**config.mk**
```make
export PLATFORM = sky130hd
export DESIGN_NAME = alu_operand_fetch
export DESIGN_NICKNAME = d
export VERILOG_FILES = /design/src/rtl/alu_operand_fetch.sv
export SDC_FILE = /design/constraint.sdc
export NUM_CORES = 1
export LEC_CHECK = 0
export ABC_AREA = 0
export ABC_CLOCK_PERIOD_IN_PS = 1900
export BUFFER_PORTS_ARGS = -buffer_cell sky130_fd_sc_hd__clkbuf_2
export CAP_MARGIN = 25
export CELL_PAD_IN_SITES_DETAIL_PLACEMENT = 1
export CELL_PAD_IN_SITES_GLOBAL_PLACEMENT = 1
export CORE_ASPECT_RATIO = 0.75
export CORE_MARGIN = 2
export CORE_UTILIZATION = 45
export DETAILED_ROUTE_END_ITERATION = 10
export GPL_TIMING_DRIVEN = 0
export HOLD_SLACK_MARGIN = 0.08
export PLACE_DENSITY_LB_ADDON = 0.1
export SYNTH_ARGS = -nofsm -noshare
export SYNTH_HDL_FRONTEND = slang
export SYNTH_SLANG_ARGS = --single-unit
```
**constraint.sdc**
```tcl
create_clock -name clk -period 1.9 [get_ports clk]
set_clock_uncertainty 0.1 [all_clocks]
set_input_delay 0.38 -clock clk [delete_from_list [all_inputs] [get_ports clk]]
set_output_delay 0.38 -clock clk [all_outputs]
set_load 0.02 [all_outputs]
```
**src/rtl/alu_operand_fetch.sv**
```systemverilog
// Operand-fetch stage for the 16-bit ALU.
// It holds an 8-entry register file with one synchronous write port.
// On start it reads R[rn] into the A operand, then the shifted R[rm] into
// the B operand, and pulses valid for one cycle when both are loaded.
module alu_operand_fetch #(
  parameter int k = 16,
  parameter int n = 3
) (
  input  logic         clk,
  input  logic         reset,
  input  logic         write,
  input  logic [n-1:0] waddr,
  input  logic [k-1:0] wdata,
  input  logic         start,
  input  logic [n-1:0] rn,
  input  logic [n-1:0] rm,
  input  logic [1:0]   shift,
  input  logic         asel,
  output logic         busy,
  output logic         valid,
  output logic [k-1:0] ain,
  output logic [k-1:0] bin
);

  localparam int DEPTH = 1 << n;

  typedef enum logic [1:0] {IDLE, READ_A, READ_B, DONE} state_t;

  state_t       state_q, state_d;
  logic [k-1:0] regs_q [DEPTH];
  logic [n-1:0] rn_q, rm_q;
  logic [1:0]   shift_q;
  logic         asel_q;
  logic [k-1:0] ain_q, ain_d;
  logic [k-1:0] bin_q, bin_d;
  logic         accept;
  logic [k-1:0] rm_data;
  logic [k-1:0] shifted;

  // Register file: a write lands on the edge; reads see only stored contents.
  generate
    for (genvar gi = 0; gi < DEPTH; gi++) begin : g_regs
      // Each entry clears on reset and otherwise captures a write to its address.
      always_ff @(posedge clk) begin
        if (reset) begin
          regs_q[gi] <= '0;
        end else if (write && (waddr == n'(gi))) begin
          regs_q[gi] <= wdata;
        end
      end
    end
  endgenerate

  // A new fetch can only begin from IDLE or DONE; start elsewhere is dropped.
  assign accept = start && ((state_q == IDLE) || (state_q == DONE));

  // Shift the B source by one bit, keeping the width unchanged.
  always_comb begin
    rm_data = regs_q[rm_q];
    shifted = rm_data;
    unique case (shift_q)
      2'b00: shifted = rm_data;
      2'b01: shifted = {rm_data[k-2:0], 1'b0};
      2'b10: shifted = {1'b0, rm_data[k-1:1]};
      2'b11: shifted = {rm_data[k-1], rm_data[k-1:1]};
      default: shifted = rm_data;
    endcase
  end

  // Next-state and operand-load logic; the operands hold unless their READ state is active.
  always_comb begin
    state_d = state_q;
    ain_d   = ain_q;
    bin_d   = bin_q;
    unique case (state_q)
      IDLE:    if (start) state_d = READ_A;
      READ_A: begin
        ain_d   = asel_q ? '0 : regs_q[rn_q];
        state_d = READ_B;
      end
      READ_B: begin
        bin_d   = shifted;
        state_d = DONE;
      end
      DONE:    state_d = start ? READ_A : IDLE;
      default: state_d = IDLE;
    endcase
  end

  // State and operand registers; reset aborts any fetch in flight.
  always_ff @(posedge clk) begin
    if (reset) begin
      state_q <= IDLE;
      ain_q   <= '0;
      bin_q   <= '0;
    end else begin
      state_q <= state_d;
      ain_q   <= ain_d;
      bin_q   <= bin_d;
    end
  end

  // Latch the command when a fetch is accepted so later input changes cannot disturb it.
  always_ff @(posedge clk) begin
    if (reset) begin
      rn_q    <= '0;
      rm_q    <= '0;
      shift_q <= 2'b00;
      asel_q  <= 1'b0;
    end else if (accept) begin
      rn_q    <= rn;
      rm_q    <= rm;
      shift_q <= shift;
      asel_q  <= asel;
    end
  end

  assign busy  = (state_q == READ_A) || (state_q == READ_B);
  assign valid = (state_q == DONE);
  assign ain   = ain_q;
  assign bin   = bin_q;

endmodule
```
==> impl_metrics.json, run 1 <==
{
  "outcome": "finished with violations",
  "violations": "setup timing",
  "async_flop_share_pct": 0,
  "ys_seq_elements": 177,
  "crit_family": "multiplexers",
  "track_usage_pct": 27.78,
  "cp.buffers_inverters": 3,
  "cp_cell_sequence": "buf_8 -> buf_8 -> buf_6 -> mux4_2 -> mux2_4 -> a32oi_1 -> a311oi_1",
  "tns_ns": -0.7378,
  "worst_slack_ns": -0.1305,
  "cts_buffers": 17,
  "grt_pass1_wl_um": 42390,
  "syn_area_um2": 8896,
  "root_buffer": "clkbuf_16",
  "grt.overflow.total": 0,
  "routed_via_density": 5.959,
  "crit_path_end_kind": "flop",
  "ys_types": 38,
  "slowest_stage": "mux4_2",
  "cpMostUsedCell": "buf_8",
  "num_rows": 44,
  "final_max_slew_viol_count": 0,
  "synth_area_leader_cell": "edfxtp_1",
  "synthTopCellsByArea": "edfxtp_1 (43%), dfxtp_1 (11%), and2_1 (9.1%)",
  "setup_viol": 15,
  "cpPeakStageDelay_ns": 0.47,
  "max_slew_margin_pct": 36.88,
  "min_path_type": "in2reg",
  "final_common_cell": "and2_1",
  "ir_worst_vdd_v": 0.0007673,
  "power.total_mw": 13.79,
  "fmax_ghz": 0.4925,
  "arrival_ns": 2.22,
  "stdcell_area_um2": 11100,
  "final_util_pct": 57.26,
  "drive_gt1_share_pct": 37.47,
  "grt_max_degree": 17,
  "place_area_um2": 9677,
  "netlist.area_leader.share_pct": 43.21,
  "tightestPinTransition_ns": 0.9468,
  "min_period_over_period_pct": 106.9,
  "path_class": "reg2reg",
  "max-cap-violations": 0,
  "place_inst": 1009,
  "drtPass1Iterations": 5,
  "port_buffers": 64,
  "dp_hpwl_um": 19870,
  "dieArea_um2": 20920,
  "clkTransAtPathRegs_ns": 0.07,
  "ys_warn_count": 0,
  "pre_cts_ws_ns": -0.7438,
  "final_cell_mix": "and2_1 (129), edfxtp_1 (128), clkbuf_2 (70)",
  "start_util_pct": 45.91,
  "hold_ws_ns": 0.1001,
  "htreeDepth": 4,
  "antenna_left": 0,
  "final.min_clock_period_ns": 2.030,
  "rsz0062_at_grt": "true",
  "synth_flop_cell": "edfxtp_1",
  "routed_wl_um": 28670,
  "die_w_um": 166.4,
  "drtIter0Drc": 595,
  "synth_edf_count": 128,
  "syn_inst": 684,
  "synth_area_per_cell_um2": 13.01,
  "fp.dieH_um": 125.8,
  "critPathLaunchType": "flop",
  "num-nets-final": 838,
  "yosysSeqAreaShare_pct": 54.23,
  "synthToLayoutAreaGrowth_pct": 24.74,
  "drc_errors": 0,
  "dr_total_vias": 6370,
  "clk_latency_ns": 0.44,
  "critPathRequiredTime_ns": 2.09,
  "ioPinCount": 66,
  "hold_viol_final": 0,
  "grt_pass1_vias": 6601,
  "fin_cells": 1069,
  "power_density_nw_per_um2": 1243,
  "routedWlPerCell_um": 26.82,
  "cts_tree": "built",
  "clock-sinks": 177,
  "p_leak_nw": 3.982,
  "core_um2": 19380,
  "clk_path_buf_depth": 2,
  "antenna_found_initial": 1,
  "cp_max_fo": 5,
  "syn_nets": 721,
  "globalplace.congestion": 0.8222
}
-- timing repair --
| item | 4_1_cts | 5_1_grt |
|---|---|---|
| setup buffers | 18 | 4 |
| hold buffers | 4 | 0 |
| pin swaps | 37 | 31 |
| cloned | 4 | 0 |
| hold endpoints to repair | 5 | 0 |
| resized for setup | 123 | 42 |
| endpoints found under the setup margin | 103 | 95 |
-- layout make-up --
cell class                      count  area (um^2)
Antenna cell                        2        5.005
Buffer                             44        416.7
Clock buffer                       21        481.7
Clock inverter                     11        76.32
Fill cell                        1956         8282
Inverter                            3        11.26
Multi-Input combinational cell    457         4140
Sequential cell                   177         4835
Tap cell                          253        316.6
Timing Repair Buffer              101        814.5
-- state kept, by name, indices dropped and copies added, names as in the netlist, named ones only --
register	cells
state_q	2
bin	16
asel_q	1
ain	16
regs_q	128
shift_q	2
rm_q	3
rn_q	3
-- power breakdown --
group / total, mW / internal [mW] / switching [mW]
Clock: 3.39 / 1.83 / 1.56
Combinational: 5.39 / 2.39 / 2.99
Sequential: 5.02 / 4.68 / 0.345
-- logic make-up (layout without fill, tap and decap cells) --
| logic type | Yosys count | count (layout) | synth area share (%) |
|---|---|---|---|
| flip-flops | 177 | 177 | 54.23 |
| multiplexers | 109 | 109 | 18.47 |
| buffers and inverters | 50 | 180 | 3.713 |
| other | 0 | 2 | 0 |
| AND/OR/NAND/NOR | 252 | 252 | 15.49 |
| AO/OA/AOI/OAI | 91 | 91 | 7.398 |
| adder cells (fa/ha/maj) | 5 | 5 | 0.7032 |
-- layer usage --
layer	part of all wire (%)	track usage [%]
met5	0	0
met4	1.8	9.128
met3	6.7	5.908
met2	47	44.64
met1	45	38.04
-- synthesized netlist by cell type, drive strengths merged, types with 11 or more instances --
master,n
dfxtp,49
nor2b,21
nand3,23
clkbuf,21
a311oi,14
edfxtp,128
a22oi,25
and2,129
a31oi,11
mux4,40
mux2,20
mux2i,49
nor2,45
nand2,23
a21oi,27
buf,23
-- final timing paths --
kind / cells after the start / slack [ns] / from / to
worst max register to register: 7 / -0.13 / flop / bin[1]$_SDFFE_PP0N_
worst min-delay path: 3 / 0.10 / rm[1] / rm_q[1]$_SDFFE_PP0P_
worst max-delay path: 7 / -0.13 / flop / bin[1]$_SDFFE_PP0N_
worst min register to register: 2 / 0.36 / rn_q[1]$_SDFFE_PP0P_ / flop
-- worst register-to-register path, cell delays in order, from the launching register on --
cell and delay (ns):
dfxtp_2 0.35, buf_8 0.12, buf_8 0.12, buf_6 0.10, mux4_2 0.47, mux2_4 0.32
a32oi_1 0.19, a311oi_1 0.11
Note: power is estimated with default switching activity, not from simulation.
==> run 2, diff against run 1 <==
--- a/config.mk
+++ b/config.mk
@@ -6,14 +6,14 @@
 export NUM_CORES = 1
 export LEC_CHECK = 0
 export ABC_AREA = 0
-export ABC_CLOCK_PERIOD_IN_PS = 1900
+export ABC_CLOCK_PERIOD_IN_PS = 2400
 export BUFFER_PORTS_ARGS = -buffer_cell sky130_fd_sc_hd__clkbuf_2
 export CAP_MARGIN = 25
 export CELL_PAD_IN_SITES_DETAIL_PLACEMENT = 1
 export CELL_PAD_IN_SITES_GLOBAL_PLACEMENT = 1
 export CORE_ASPECT_RATIO = 0.75
 export CORE_MARGIN = 2
-export CORE_UTILIZATION = 45
+export CORE_UTILIZATION = 54
 export DETAILED_ROUTE_END_ITERATION = 10
 export GPL_TIMING_DRIVEN = 0
 export HOLD_SLACK_MARGIN = 0.08
==> constraint.sdc (replaced) <==
create_clock -name clk -period 2.4 [get_ports clk]
set_clock_uncertainty 0.1 [all_clocks]
set_input_delay 0.48 -clock clk [delete_from_list [all_inputs] [get_ports clk]]
set_output_delay 0.48 -clock clk [all_outputs]
set_load 0.02 [all_outputs]
==> run 2 against run 1 <==
  * Total power fell by 27%
  * Combinational power down 36%
  * Largest cell class unchanged
  * Via count is 0.68% lower
  * Flip-flop and latch count did not move
  * Sequential power fell by 22%
  * The run now ends clean
  * Die area is 16% lower
  * Fmax decreased by 14%
==> impl_metrics.json, run 2 (synthesized netlist as in run 1, its figures left out) <==
{
  "outcome": "complete, no violations",
  "min_period_over_period_pct": 98.14,
  "largest_reg_flops": 128,
  "final.min_clock_period_ns": 2.355,
  "globalplace.congestion": 0.8106,
  "fmax_ghz": 0.4246,
  "min_path_cells": 3,
  "drc_errors": 0,
  "start_util_pct": 55.37,
  "num-nets-final": 812,
  "cts_resized": 3,
  "final_util_pct": 63.38,
  "ir_worst_vdd_v": 0.0004675,
  "place_inst": 966,
  "fp.dieH_um": 115.2,
  "dieArea_um2": 17530,
  "critPathLaunchType": "flop",
  "final_common_cell": "and2_1",
  "grt.overflow.total": 0,
  "grt_pass1_vias": 6733,
  "postCtsHoldBufs": 0,
  "drtIter0Drc": 610,
  "synthToLayoutAreaGrowth_pct": 14.46,
  "final_cell_mix": "and2_1 (129), edfxtp_1 (128), clkbuf_2 (66)",
  "max-cap-violations": 0,
  "drive_gt1_share_pct": 24.87,
  "cp_max_fo": 10,
  "die_w_um": 152.2,
  "regMostFlops": "regs_q",
  "grt_max_degree": 17,
  "final_max_slew_viol_count": 0,
  "regToRegSetupSlack_ns": 0.04,
  "track_usage_pct": 32.95,
  "max_slew_margin_pct": 37.56,
  "cts_buffers": 17,
  "routedWlPerCell_um": 28.18,
  "htreeDepth": 4,
  "clk_latency_ns": 0.45,
  "min_path_type": "in2reg",
  "critPathRequiredTime_ns": 2.62,
  "antenna_found_initial": 1,
  "drtPass1Iterations": 7,
  "root_buffer": "clkbuf_16",
  "grt_pass1_wl_um": 41390,
  "clk_path_buf_depth": 2,
  "core_um2": 16070,
  "stdcell_area_um2": 10180,
  "path_class": "reg2reg",
  "ioPinCount": 66,
  "num_rows": 40,
  "clock-sinks": 177,
  "cpPeakStageDelay_ns": 0.64,
  "power.total_mw": 10.03,
  "cts_tree": "built",
  "arrival_ns": 2.57,
  "antenna_left": 0,
  "clkTransAtPathRegs_ns": 0.07,
  "setup_viol": 0,
  "fin_cells": 999,
  "routed_wl_um": 28150,
  "dr_total_vias": 6327,
  "post-cts-setup-buffers": 0,
  "reg2reg_depth": 5,
  "cp_cell_sequence": "buf_1 -> mux4_2 -> mux2_2 -> a21oi_1 -> nor2_1",
  "tns_ns": 0,
  "slowest_stage": "buf_1",
  "dp_hpwl_um": 19840,
  "power_density_nw_per_um2": 984.9,
  "place_area_um2": 9607,
  "port_buffers": 64,
  "routed_via_density": 6.333,
  "hold_viol_final": 0,
  "tightestPinTransition_ns": 0.9366,
  "p_leak_nw": 3.629,
  "crit_path_end_kind": "flop"
}
-- run 2: layout make-up --
type / count / area [um^2]
Buffer: 46 / 325.3
Multi-Input combinational cell: 457 / 3779
Fill cell: 1590 / 5883
Sequential cell: 177 / 4825
Clock buffer: 20 / 436.7
Inverter: 3 / 11.26
Clock inverter: 12 / 100.1
Antenna cell: 1 / 2.502
Timing Repair Buffer: 73 / 440.4
Tap cell: 210 / 262.8
-- run 2: layer usage --
metal | up-vias | share of wire (%) | track usage, %
met1 | 3165 | 40 | 41.74
met3 | 51 | 10 | 11.38
met2 | 373 | 48 | 53.60
met4 | 0 | 2.0 | 11.65
li1 | 2738 | - | -
met5 | - | 0 | 0
-- run 2: final timing paths --
| kind | from | endpoint |
|---|---|---|
| worst max-delay path | flop | ain[6]$_SDFFE_PP0N_ |
| worst min-delay path | asel | asel_q$_SDFFE_PP0P_ |
| worst max register to register | flop | ain[6]$_SDFFE_PP0N_ |
| worst min register to register | asel_q$_SDFFE_PP0P_ | asel_q$_SDFFE_PP0P_ |
-- run 2: stage by stage --
stage | setup WS (ns) | hold WS (ns)
6_report | 0.04457 | 0.1494
5_1_grt | -0.01289 | 0.1431
4_1_cts | 0.01326 | 0.1408
3_5_place_dp | -0.2505 | 0.3565
3_3_place_gp | -0.5544 | 0.3448
2_1_floorplan | 0.4333 | 0.3359
-- run 2: power by group --
group	switching, mW	internal (mW)	total [mW]
registers	0.240	3.69	3.93
clock network	1.29	1.35	2.64
logic	2.12	1.34	3.46
total	3.65	6.38	10.0
-- run 2: worst max-delay path: cells and delay by family, from the launching register on --
kind	cells	cell delay (ns)
flip-flops	1	0.50
multiplexers	2	0.76
AND/OR/NAND/NOR	1	0.05
AO/OA/AOI/OAI	1	0.16
buffers and inverters	1	0.64
